[config.mk]
export PLATFORM = sky130hd
export DESIGN_NAME = data_mem_arbiter_flat
export DESIGN_NICKNAME = d
export VERILOG_FILES = /design/src/rtl/data_mem_arbiter_if.sv /design/src/rtl/data_mem_arbiter.sv /design/src/flat_wrapper.sv
export SDC_FILE = /design/constraint.sdc
export NUM_CORES = 1
export LEC_CHECK = 0
export BUFFER_PORTS_ARGS = -buffer_cell sky130_fd_sc_hd__buf_2
export CAP_MARGIN = 30
export CORE_AREA = 2 2 90 92
export DETAILED_ROUTE_END_ITERATION = 8
export DIE_AREA = 0 0 92 94
export GPL_TIMING_DRIVEN = 0
export HOLD_SLACK_MARGIN = 0.15
export PLACE_DENSITY = 0.71
export SLEW_MARGIN = 20
export SYNTH_ARGS = -nofsm -noshare
export SYNTH_HDL_FRONTEND = slang
export SYNTH_SLANG_ARGS = --single-unit
[constraint.sdc]
create_clock -name clk -period 4.38 [get_ports clk]
set_input_delay 0.219 -clock clk [delete_from_list [all_inputs] [get_ports clk]]
set_output_delay 0.219 -clock clk [all_outputs]
set_load 0.05 [all_outputs]
[src/rtl/data_mem_arbiter_if.sv]
// ---------------------------------------------------------------------------
// data_mem_arbiter_if
// Bundles the three buses around the data-memory arbiter:
//   Core_*  : CPU MEM-stage request, stall and load-return channel
//   Ld_*    : external key/ciphertext loader request, grant and read return
//   Mem_*   : single-port synchronous RAM (read data one cycle after Mem_En)
// Modports:
//   slave  - the arbiter itself (takes requests, drives grants and the RAM)
//   master - the environment (core, loader and RAM model)
// ---------------------------------------------------------------------------
interface data_mem_arbiter_if #(
   parameter int ADDR_W = 10,
   parameter int DATA_W = 32
);
   logic              Core_Req;
   logic              Core_WE;
   logic [ADDR_W-1:0] Core_Addr;
   logic [DATA_W-1:0] Core_WData;
   logic              Core_Stall;
   logic [DATA_W-1:0] Core_RData;
   logic              Core_RValid;

   logic              Ld_Req;
   logic              Ld_WE;
   logic              Ld_Lock;
   logic [ADDR_W-1:0] Ld_Addr;
   logic [DATA_W-1:0] Ld_WData;
   logic              Ld_Gnt;
   logic [DATA_W-1:0] Ld_RData;
   logic              Ld_RValid;

   logic              Mem_En;
   logic              Mem_WE;
   logic [ADDR_W-1:0] Mem_Addr;
   logic [DATA_W-1:0] Mem_WData;
   logic [DATA_W-1:0] Mem_RData;

   modport slave (
      input  Core_Req, Core_WE, Core_Addr, Core_WData,
      input  Ld_Req, Ld_WE, Ld_Lock, Ld_Addr, Ld_WData,
      input  Mem_RData,
      output Core_Stall, Core_RData, Core_RValid,
      output Ld_Gnt, Ld_RData, Ld_RValid,
      output Mem_En, Mem_WE, Mem_Addr, Mem_WData
   );

   modport master (
      output Core_Req, Core_WE, Core_Addr, Core_WData,
      output Ld_Req, Ld_WE, Ld_Lock, Ld_Addr, Ld_WData,
      output Mem_RData,
      input  Core_Stall, Core_RData, Core_RValid,
      input  Ld_Gnt, Ld_RData, Ld_RValid,
      input  Mem_En, Mem_WE, Mem_Addr, Mem_WData
   );
endinterface

[src/rtl/data_mem_arbiter.sv]
// ---------------------------------------------------------------------------
// data_mem_arbiter
// Shares one synchronous data RAM between the CPU MEM stage and an external
// loader. One access per cycle; ties go to whoever was not granted last.
// A loader holding Ld_Lock keeps the RAM for up to BURST_MAX consecutive
// grants, after which the core is guaranteed one slot.
// Ports:
//   clk  - clock, all state on rising edge
//   rst  - asynchronous active-high reset
//   bus  - data_mem_arbiter_if.slave (core, loader and RAM signals)
// ---------------------------------------------------------------------------
module data_mem_arbiter #(
   parameter int ADDR_W    = 10,
   parameter int DATA_W    = 32,
   parameter int BURST_MAX = 8
) (
   input  logic                clk,
   input  logic                rst,
   data_mem_arbiter_if.slave   bus
);
   localparam int CNT_W = $clog2(BURST_MAX + 1);
   localparam logic [CNT_W-1:0] CNT_MAX = CNT_W'(BURST_MAX);
   localparam logic [CNT_W-1:0] CNT_ONE = CNT_W'(1);

   localparam logic [1:0] ST_ARB       = 2'd0;
   localparam logic [1:0] ST_LD_BURST  = 2'd1;
   localparam logic [1:0] ST_CORE_SLOT = 2'd2;

   logic [1:0]       state_q, state_d;
   logic [CNT_W-1:0] cnt_q, cnt_d;
   logic             last_gnt_q;   // 0 = core, 1 = loader
   logic             rd_valid_q;   // a granted read returns this cycle
   logic             owner_q;      // 0 = core, 1 = loader

   logic arb_core, arb_ld;
   logic core_win, ld_win;

   // Plain round-robin between the two requesters.
   assign arb_core = bus.Core_Req & (~bus.Ld_Req | last_gnt_q);
   assign arb_ld   = bus.Ld_Req & (~bus.Core_Req | ~last_gnt_q);

   always_comb begin
      core_win = 1'b0;
      ld_win   = 1'b0;
      state_d  = state_q;
      cnt_d    = cnt_q;
      case (state_q)
         ST_LD_BURST: begin
            if (bus.Ld_Req && bus.Ld_Lock) begin
               ld_win = 1'b1;
               cnt_d  = cnt_q + CNT_ONE;
               if (cnt_q + CNT_ONE == CNT_MAX) state_d = ST_CORE_SLOT;
            end else begin
               // Burst ends; this very cycle is arbitrated normally.
               core_win = arb_core;
               ld_win   = arb_ld;
               state_d  = ST_ARB;
               cnt_d    = '0;
            end
         end
         ST_CORE_SLOT: begin
            core_win = bus.Core_Req;
            ld_win   = ~bus.Core_Req & bus.Ld_Req;
            state_d  = ST_ARB;
            cnt_d    = '0;
         end
         default: begin
            core_win = arb_core;
            ld_win   = arb_ld;
            if (arb_ld && bus.Ld_Lock) begin
               cnt_d   = CNT_ONE;
               state_d = (CNT_ONE == CNT_MAX) ? ST_CORE_SLOT : ST_LD_BURST;
            end
         end
      endcase
      // Grants are combinational, so they must be suppressed while reset
      // is held rather than relying on the registered state alone.
      if (rst) begin
         core_win = 1'b0;
         ld_win   = 1'b0;
      end
   end

   assign bus.Ld_Gnt     = ld_win;
   assign bus.Core_Stall = bus.Core_Req & ~core_win;
   assign bus.Mem_En     = core_win | ld_win;
   assign bus.Mem_WE     = core_win ? bus.Core_WE    : (ld_win ? bus.Ld_WE    : 1'b0);
   assign bus.Mem_Addr   = core_win ? bus.Core_Addr  : (ld_win ? bus.Ld_Addr  : '0);
   assign bus.Mem_WData  = core_win ? bus.Core_WData : (ld_win ? bus.Ld_WData : '0);

   always_ff @(posedge clk or posedge rst) begin
      if (rst) begin
         state_q    <= ST_ARB;
         cnt_q      <= '0;
         last_gnt_q <= 1'b1;
         rd_valid_q <= 1'b0;
         owner_q    <= 1'b0;
      end else begin
         state_q <= state_d;
         cnt_q   <= cnt_d;
         if (core_win || ld_win) last_gnt_q <= ld_win;
         rd_valid_q <= (core_win & ~bus.Core_WE) | (ld_win & ~bus.Ld_WE);
         if ((core_win & ~bus.Core_WE) | (ld_win & ~bus.Ld_WE)) owner_q <= ld_win;
      end
   end

   // RAM data is routed only to the port whose read is returning.
   assign bus.Core_RValid = rd_valid_q & ~owner_q;
   assign bus.Ld_RValid   = rd_valid_q & owner_q;
   assign bus.Core_RData  = (rd_valid_q & ~owner_q) ? bus.Mem_RData : '0;
   assign bus.Ld_RData    = (rd_valid_q & owner_q)  ? bus.Mem_RData : '0;
endmodule

[src/flat_wrapper.sv]
// flat-port wrapper written by rule: the top's interface ports become plain ports
module data_mem_arbiter_flat 
#(
   parameter int ADDR_W    = 10,
   parameter int DATA_W    = 32,
   parameter int BURST_MAX = 8
)
  (clk, rst, bus_Core_Req, bus_Core_WE, bus_Core_Addr, bus_Core_WData, bus_Ld_Req, bus_Ld_WE, bus_Ld_Lock, bus_Ld_Addr, bus_Ld_WData, bus_Mem_RData, bus_Core_Stall, bus_Core_RData, bus_Core_RValid, bus_Ld_Gnt, bus_Ld_RData, bus_Ld_RValid, bus_Mem_En, bus_Mem_WE, bus_Mem_Addr, bus_Mem_WData);
  data_mem_arbiter_if #(.ADDR_W(ADDR_W), .DATA_W(DATA_W)) bus_i ();
  input  logic clk;
  input  logic rst;
  input wire logic [$bits(bus_i.Core_Req)-1:0] bus_Core_Req;
  input wire logic [$bits(bus_i.Core_WE)-1:0] bus_Core_WE;
  input wire logic [$bits(bus_i.Core_Addr)-1:0] bus_Core_Addr;
  input wire logic [$bits(bus_i.Core_WData)-1:0] bus_Core_WData;
  input wire logic [$bits(bus_i.Ld_Req)-1:0] bus_Ld_Req;
  input wire logic [$bits(bus_i.Ld_WE)-1:0] bus_Ld_WE;
  input wire logic [$bits(bus_i.Ld_Lock)-1:0] bus_Ld_Lock;
  input wire logic [$bits(bus_i.Ld_Addr)-1:0] bus_Ld_Addr;
  input wire logic [$bits(bus_i.Ld_WData)-1:0] bus_Ld_WData;
  input wire logic [$bits(bus_i.Mem_RData)-1:0] bus_Mem_RData;
  output wire logic [$bits(bus_i.Core_Stall)-1:0] bus_Core_Stall;
  output wire logic [$bits(bus_i.Core_RData)-1:0] bus_Core_RData;
  output wire logic [$bits(bus_i.Core_RValid)-1:0] bus_Core_RValid;
  output wire logic [$bits(bus_i.Ld_Gnt)-1:0] bus_Ld_Gnt;
  output wire logic [$bits(bus_i.Ld_RData)-1:0] bus_Ld_RData;
  output wire logic [$bits(bus_i.Ld_RValid)-1:0] bus_Ld_RValid;
  output wire logic [$bits(bus_i.Mem_En)-1:0] bus_Mem_En;
  output wire logic [$bits(bus_i.Mem_WE)-1:0] bus_Mem_WE;
  output wire logic [$bits(bus_i.Mem_Addr)-1:0] bus_Mem_Addr;
  output wire logic [$bits(bus_i.Mem_WData)-1:0] bus_Mem_WData;
  assign bus_i.Core_Req = bus_Core_Req;
  assign bus_i.Core_WE = bus_Core_WE;
  assign bus_i.Core_Addr = bus_Core_Addr;
  assign bus_i.Core_WData = bus_Core_WData;
  assign bus_i.Ld_Req = bus_Ld_Req;
  assign bus_i.Ld_WE = bus_Ld_WE;
  assign bus_i.Ld_Lock = bus_Ld_Lock;
  assign bus_i.Ld_Addr = bus_Ld_Addr;
  assign bus_i.Ld_WData = bus_Ld_WData;
  assign bus_i.Mem_RData = bus_Mem_RData;
  assign bus_Core_Stall = bus_i.Core_Stall;
  assign bus_Core_RData = bus_i.Core_RData;
  assign bus_Core_RValid = bus_i.Core_RValid;
  assign bus_Ld_Gnt = bus_i.Ld_Gnt;
  assign bus_Ld_RData = bus_i.Ld_RData;
  assign bus_Ld_RValid = bus_i.Ld_RValid;
  assign bus_Mem_En = bus_i.Mem_En;
  assign bus_Mem_WE = bus_i.Mem_WE;
  assign bus_Mem_Addr = bus_i.Mem_Addr;
  assign bus_Mem_WData = bus_i.Mem_WData;
  data_mem_arbiter #(.ADDR_W(ADDR_W), .DATA_W(DATA_W), .BURST_MAX(BURST_MAX)) u_core (.clk(clk), .rst(rst), .bus(bus_i));
endmodule
Word level (Yosys, flattened, before mapping)
Cells that the tools add are included.
{"block": "word_totals", "register_bits": 9, "in_bits": 123, "out_inout_bits": 112, "wordCells": 55}
{"block": "op_classes", "add_sub_neg": 1, "eq_ne": 4, "muxes": 21, "bitwise_logic": 19, "reduce_logical": 5}
{"cell": "$mux W32", "n": 4}
{"cell": "$mux W10", "n": 2}
{"cell": "$and A1 B1 Y1", "n": 8}
{"cell": "$mux W4", "n": 2}
{"cell": "$pmux W4 S2", "n": 1}
{"cell": "$not A1 Y1", "n": 7}
{"cell": "$mux W1", "n": 6}
{"cell": "$mux W2", "n": 3}
{"cell": "$add A4 B1 Y4 const B", "n": 1}
{"cell": "$eq A4 B4 Y1 const B", "n": 1}
{"cell": "$or A1 B1 Y1", "n": 4}
{"cell": "$pmux W1 S2", "n": 2}
{"cell": "$pmux W2 S2", "n": 1}
{"cell": "$ne A3 B3 Y1 const B", "n": 1}
{"cell": "$reduce_bool A3 Y1", "n": 1}
{"cell": "$eq A2 B1 Y1 const B", "n": 1}
{"cell": "$eq A2 B2 Y1 const B", "n": 1}
{"cell": "$logic_and A1 B1 Y1", "n": 2}
{"cell": "$reduce_and A2 Y1", "n": 1}
{"cell": "$logic_or A1 B1 Y1", "n": 1}

Longest topological paths before layout
Gate-level depths: netlist of run 1.
{"block": "depth", "ltp_word": 8, "depth_mapped": 7, "mapped_depth_nobuf": 6}

Worst setup path before layout of run 1
Ideal clock, no wire load.
{"block": "synth_timing", "path_kind": "reg-to-output", "from": "register u_core.state_q[0]", "to": "output port bus_Mem_En", "arrival_ns": 2.490, "t_required_ns": 4.161, "slack_ns": 1.671, "stages_incl_launch_ff": 7, "n_path_buf": 0, "cell_sequence": "dfrtp_1 > inv_1 > ha_1 > and4b_2 > a31oi_2 > a21oi_1 > or2_2"}
{"block": "synth_between", "elab_chain_len": 4, "elab_cells_between_ends": 7, "classes_between": "eq/ne: 2; mux: 4; bitwise: 1"}
{"element": "start: declaration", "line_no": "data_mem_arbiter.sv:29", "text": "logic [1:0] state_q, state_d;"}
{"element": "start signal: assignment", "line_no": "data_mem_arbiter.sv:99", "text": "state_q <= state_d;"}
{"element": "$eq A2 B2 Y1 / $eq A2 B1 Y1 (equally long branches)", "line_no": "data_mem_arbiter.sv:47", "text": "case (state_q)"}
{"element": "$pmux W1 S2 *", "line_no": "data_mem_arbiter.sv:47"}
{"element": "$mux W1 *", "line_no": "data_mem_arbiter.sv:78", "text": "if (rst) begin"}
{"element": "via bus_Ld_Gnt", "line_no": "flat_wrapper.sv:25", "text": "output wire logic [$bits(bus_i.Ld_Gnt)-1:0] bus_Ld_Gnt;"}
{"element": "$or A1 B1 Y1 *", "line_no": "data_mem_arbiter.sv:86", "text": "assign bus.Mem_En = core_win | ld_win;"}
{"element": "end: declaration", "line_no": "flat_wrapper.sv:28", "text": "output wire logic [$bits(bus_i.Mem_En)-1:0] bus_Mem_En;"}
The timed path passes the listed nets; every way through them passes the cells marked *.

Final worst setup path of run 1
{"block": "layout_timing", "from": "input port rst", "to": "output port bus_Mem_WData[27]"}
{"block": "layout_between", "elab_chain_len": 3, "elab_cells_between_ends": 4, "classes_between": "mux: 4"}
{"element": "start: declaration", "line_no": "flat_wrapper.sv:11", "text": "input logic rst;"}
{"element": "$mux W1", "line_no": "data_mem_arbiter.sv:78"}
{"element": "$mux W32", "line_no": "data_mem_arbiter.sv:89", "text": "assign bus.Mem_WData = core_win ? bus.Core_WData : (ld_win ? bus.Ld_WData : '0);"}
{"element": "$mux W32 *", "line_no": "data_mem_arbiter.sv:89"}
{"element": "end: declaration", "line_no": "flat_wrapper.sv:31", "text": "output wire logic [$bits(bus_i.Mem_WData)-1:0] bus_Mem_WData;"}
Mark *: on every way between the ends. The rest lies on a longest branch, timed or not.

==> results of run 1 <==
worst max-delay path, delay by kind of cell:
| kind | cells | cell delay [ns] |
|---|---|---|
| AOI/OAI and AO/OA | 1 | 0.23 |
| buffers and inverters | 5 | 1.72 |
| and+or+nand+nor | 2 | 0.62 |
cells by family after synthesis:
family / share of synthesized area, %
muxes: 0.747
xor gates and xnor gates: 0.581
and+or+nand+nor: 35.1
AOI/OAI and AO/OA: 37.8
adders and majority gates: 2.49
DFF: 15.0
buffers and inverters: 8.30
sequential cells by signal, summed over array words and instances, names as in the netlist:
signal and cells:
u_core.state_q 2, u_core.rd_valid_q 1, u_core.cnt_q 4, u_core.last_gnt_q 1
u_core.owner_q 1
synth_stat cells (2+ instances only):
cell type / count
a22o_1: 46
and2_1: 33
and3_1: 32
clkbuf_1: 12
dfrtp_1: 8
inv_1: 8
nand2_1: 5
buf_6: 4
nor2b_1: 4
ha_1: 3
nor3_1: 3
o21ai_0: 3
a21oi_1: 2
a31oi_1: 2
nand3_1: 2
nand3b_1: 2
o21bai_1: 2
o221a_2: 2
stage by stage:
| stage | setup WS (ns) | hold WS (ns) | total power [mW] | std cells | utilization (%) |
|---|---|---|---|---|---|
| after floorplan | 1.67 | 0.0624 | 1.01 | 190 | - |
| after global placement | 1.62 | 0.260 | 1.29 | 526 | 36.9 |
| after detailed placement | 1.61 | 0.289 | 1.30 | 526 | 36.9 |
| after CTS | 1.30 | 0.310 | 1.40 | 531 | 37.6 |
| after global routing | 1.06 | 0.335 | 1.47 | 531 | 37.6 |
| final | 1.35 | 0.318 | 1.40 | 533 | 37.7 |
power groups by stage:
stage / logic (mW) / clock network (mW) / registers, mW
after floorplan: 0.882 / 0 / 0.128
after global placement: 1.15 / 0 / 0.137
after detailed placement: 1.16 / 0 / 0.139
after CTS: 1.16 / 0.101 / 0.138
after global routing: 1.22 / 0.107 / 0.141
final: 1.16 / 0.0976 / 0.139
worst paths after layout:
path / from / to / depth (start not counted)
max in group asynchronous: rst / u_core.last_gnt_q / 3
min in group asynchronous: rst / u_core.cnt_q[2] / 3
setup reg to reg: u_core.state_q[1] / u_core.rd_valid_q / 6
hold / removal: bus_Ld_WE / u_core.rd_valid_q / 3
hold reg to reg: u_core.cnt_q[2] / u_core.cnt_q[2] / 1
setup / recovery: rst / bus_Mem_WData[27] / 8
layout make-up:
class / count / area, um2
fillers: 826 / 4740
repair buffers: 235 / 1180
multi-input cells: 156 / 1160
flip-flops and latches: 9 / 226
well taps: 102 / 128
plain buffers: 17 / 95.1
clock buffers: 4 / 45.0
inverters: 8 / 30.0
diodes: 2 / 5.00
routing by layer:
layer / global-route usage, % / routed length (um) / vias up / share of wire (%)
met2: 32.5 / 4280 / 174 / 53
li1: - / - / 1202 / -
met4: 6.34 / 241 / 0 / 3.0
met3: 3.29 / 769 / 17 / 9.6
met5: 0 / 0 / - / 0
met1: 16.9 / 2730 / 1093 / 34
==> flow_summary.yaml, run 1 <==
sta:
  slew_headroom_pct: 66.8
  max_freq_mhz: 331
  fin_crit_ns: 3.03
  finalHoldViolations: 0
  post-route-period-util_pct: 69.1
  fin_setup_tns_ns: 0
  setup_viol_count_final: 0
  fin_skew_ns: 0.00443
  slew_violations: 0
  rsz0062_at_grt: "no"
  tightest_slew_ns: 0.497
setup_path:
  startpoint_type: "input pin"
  reg2reg_slack_ns: 2.24
  slowest_delay_ns: 0.54
  required_ns: 4.16
  critical_path_class: "input pin to primary output"
  cp-end-kind: "primary output"
  crit_arrival_ns: 2.81
  path_cells: "dlygate4sd3_1 > buf_2 > inv_1 > nand3b_1 > nor2_2 > clkbuf_1 > a22o_1 > buf_2"
  cp_common_cell: "buf_2"
  crit_fanout: 11
  critPathSlowestCell: "dlygate4sd3_1"
yosys:
  synth_area_per_cell_um2: 7.94
  yosysSeqAreaShare_pct: 15.0
  syn_area_mm2: 0.00151
  yosysTopAreaCell: "a22o_1"
  synth_cell_type_count: 35
  synth_edf_count: 0
  ys.flop_type: "dfrtp_1"
  synth_fp_nets: 316
  synthTopCellsByArea: "a22o_1 27%, and2_1 14%, and3_1 13%"
  synth_warnings: 0
  async_reset_ff_share_pct: 100
  synth_top_area_share_pct: 26.7
  synth_cells: 190
  ys_ff_latch: 9
die:
  initial_core_util_pct: 19.8
  io_pins: 235
  die_x_um: 92
  core_area_mm2: 0.00761
  die_area_mm2: 0.00865
  row_count: 32
  die_y_um: 94
power_and_ir_drop:
  p_leak_nw: 1.88
  power_frac_comb_pct: 83.0
  power_density_mw_per_mm2: 487
  power_frac_seq_pct: 10.0
  power.switching_uw: 904
  p_clk_share_pct: 7.0
  intPower_uw: 492
  vdd_drop_max_v: 0.000241
  p_sw_share_pct: 64.8
cts:
  clkLatencyLatePin_ns: 0.24
  hold_buffers: 1
  cts-root-buf: "clkbuf_8"
  cts_resized: 0
  cts_tree: "built"
  cts.sinks: 9
  clk_path_buf_depth: 2
  cts_buffers: 3
  post_cts_buffers: 0
  cts.clk_slew.worst_paths_ns: 0.04
  htree_num_levels: 1
cells_and_area:
  final_common_cell: "buf_2"
  most-common-layout-cells: "235 x buf_2, 46 x a22o_1, 33 x and2_1"
  layout-drive-gt1-share_pct: 58.7
  nNetsFinal: 556
  final_area_mm2: 0.00287
  synthToLayoutAreaGrowth_pct: 90.1
run:
  cap_violations: 0
global_route:
  antenna_found_initial: 2
  grt_pass1_wl_um: 11200
  grt_max_degree: 12
  grt_overflow_total: 0
  grtUsageTotal_pct: 16.5
  grt_pass1_vias: 2276
placement:
  gp_congestion: 0.875
  port_buffers: 234
  dp_hpwl_um: 7210
  placed_area_mm2: 0.00281
detailed_routing:
  ant_nets: 0
  drt-initial-drc-count: 59
  drt-total-wl_um: 8010
  drcViolationCount: 0
  drt-vias-per-instance: 4.66
  dr.pass1.iters: 4
  wl_per_cell_um: 15.0
  num_vias: 2486
min_path:
  hold_path.class: "input pin to flip-flop"
status:
  outcome: "finished, final reports clean"
Power figures use the tool's default switching activity.
==> run 2, diff against run 1 <==
CORE_AREA = 2 2 92 94   (was 2 2 90 92)
DIE_AREA = 0 0 94 96   (was 0 0 92 94)
PLACE_DENSITY = 0.69   (was 0.71)
clock period = 2.8 ns   (was 4.38 ns; I/O delays follow)
==> flow_summary.yaml, run 2 (synthesis gave the netlist of run 1 again) <==
cts:
  cts_tree: "built"
  cts.clk_slew.worst_paths_ns: 0.05
  cts.sinks: 9
  htree_num_levels: 1
  cts_buffers: 3
  clk_path_buf_depth: 2
  cts-root-buf: "clkbuf_8"
  clkLatencyLatePin_ns: 0.24
sta:
  fin_crit_ns: 2.69
  slew_headroom_pct: 70.8
  fin_setup_tns_ns: 0
  post-route-period-util_pct: 95.9
  slew_violations: 0
  finalHoldViolations: 0
  worst_hold_slack_ns: 0.239
  max_freq_mhz: 372
  fin_skew_ns: 0.000920
  setup_viol_count_final: 0
  tightest_slew_ns: 0.436
detailed_routing:
  drt-vias-per-instance: 4.65
  drt-initial-drc-count: 60
  drt-total-wl_um: 7450
  top_layer: "met4"
  num_vias: 2497
  ant_nets: 0
  drcViolationCount: 0
  wl_met3_um: 633
  wl_met2_um: 4030
  met1Wirelength_um: 2730
  dr.pass1.iters: 4
  wl_per_cell_um: 13.9
cells_and_area:
  top_regs: "u_core.cnt_q (4), u_core.state_q (2)"
  num_antenna_cells: 0
  nNetsFinal: 559
  regMostFlops: "u_core.cnt_q"
  fillers: 853
  synthToLayoutAreaGrowth_pct: 93.0
  layout-drive-gt1-share_pct: 60.0
  largest_register_ffs: 4
  final_common_cell: "buf_2"
  fin_util_pct: 36.1
  most-common-layout-cells: "232 x buf_2, 46 x a22o_1, 33 x and2_1"
global_route:
  grt_pass1_wl_um: 10100
  grt_pass1_vias: 2096
  antenna_found_initial: 0
  grtUsageTotal_pct: 14.1
  grt_overflow_total: 0
  grt_max_degree: 12
setup_path:
  crit_path_start: "u_core.state_q[0]"
  startpoint_type: "flip-flop"
  path_cells: "inv_1 > ha_1 > and4b_2 > a31oi_2 > a221oi_4 > buf_4 > buf_6 > a22o_1 > buf_2"
  required_ns: 2.66
  reg2reg_slack_ns: 0.73
  r2r_cells: 5
  critPathBufInv: 4
  crit_fanout: 10
  cp-end-kind: "primary output"
  rr_startpoint: "u_core.state_q[1]"
  crit_arrival_ns: 2.55
  timing.rr.end: "u_core.owner_q"
  cp_top_family: "buffers and inverters"
  critPathSlowestCell: "ha_1"
  slowest_delay_ns: 0.40
  critical_path_class: "flip-flop to primary output"
status:
  outcome: "finished, final reports clean"
die:
  core_area_mm2: 0.00805
  initial_core_util_pct: 18.7
  io_pins: 235
  die_y_um: 96
  die_x_um: 94
  row_count: 33
  die_area_mm2: 0.00902
min_path:
  whs_path_depth: 3
  min_from: "bus_Ld_WE"
  hold_end: "u_core.rd_valid_q"
  hold_path.class: "input pin to flip-flop"
run:
  cap_violations: 0
placement:
  gp_congestion: 0.771
  port_buffers: 234
  dp_hpwl_um: 6510
power_and_ir_drop:
  vdd_drop_max_v: 0.000390
  power_density_mw_per_mm2: 760
  p_leak_nw: 1.90
==> run 2: changes by cell type in the layout (fill, tap and decap cells not counted), sizes merged <==
cell / previous run / this run
clkbuf: 16 / 19
diode: 2 / 0
==> run 2: timing repair <==
item	4_1_cts	5_1_grt
hold buffers	1	0
setup buffers	0	3
setup endpoints to repair	4	41
pin swaps	0	1
gates resized for setup	1	9
endpoints found under the hold margin	8	0
==> run 2: metal layers <==
metal	vias to the layer above	track usage, %
met5	-	0
met2	158	28.3
met4	0	2.90
met1	1121	16.0
met3	5	1.25
li1	1213	-
==> run 2: layout make-up <==
| type | count | area [um2] | area share (%) |
|---|---|---|---|
| multi-input combinational | 156 | 1170 | 40.1 |
| sequential | 9 | 226 | 7.78 |
| inverter | 8 | 30.0 | 1.03 |
| clock buffer | 4 | 45.0 | 1.55 |
| buffer | 17 | 98.8 | 3.40 |
| timing repair buffer | 238 | 1210 | 41.6 |
| tap | 105 | 131 | 4.51 |
==> run 2: worst reg2reg max path, stage by stage, from the launching register on <==
cell	delay, ns
dfrtp_1	0.40
ha_1	0.44
and4b_2	0.31
a31oi_2	0.27
a21oi_1	0.21
o221a_2	0.31
==> run 2: stage by stage <==
stage	instances	power [mW]	area (um2)	setup WS, ns
finish	537	2.21	2910	0.114
floorplan	190	1.58	1510	0.170
global placement	529	2.00	2810	0.291
global route	537	2.34	2910	-0.0105
detailed placement	529	2.03	2810	0.246
CTS	534	2.19	2870	0.0125
==> run 2: how the worst max path moves through the flow <==
stage / to / slack (ns) / depth (start not counted)
after floorplan: bus_Mem_En / 0.17 / 6
after global placement: bus_Mem_WData[30] / 0.29 / 7
after detailed placement: bus_Mem_WData[30] / 0.25 / 7
after CTS: bus_Mem_WData[4] / 0.01 / 7
after global routing: bus_Mem_WData[4] / -0.01 / 9
final: bus_Mem_Addr[8] / 0.11 / 9
==> run 2: power breakdown <==
group	internal (mW)	switching, mW
registers	0.170	0.0483
logic	0.522	1.31
clock network	0.0997	0.0574
total	0.792	1.42
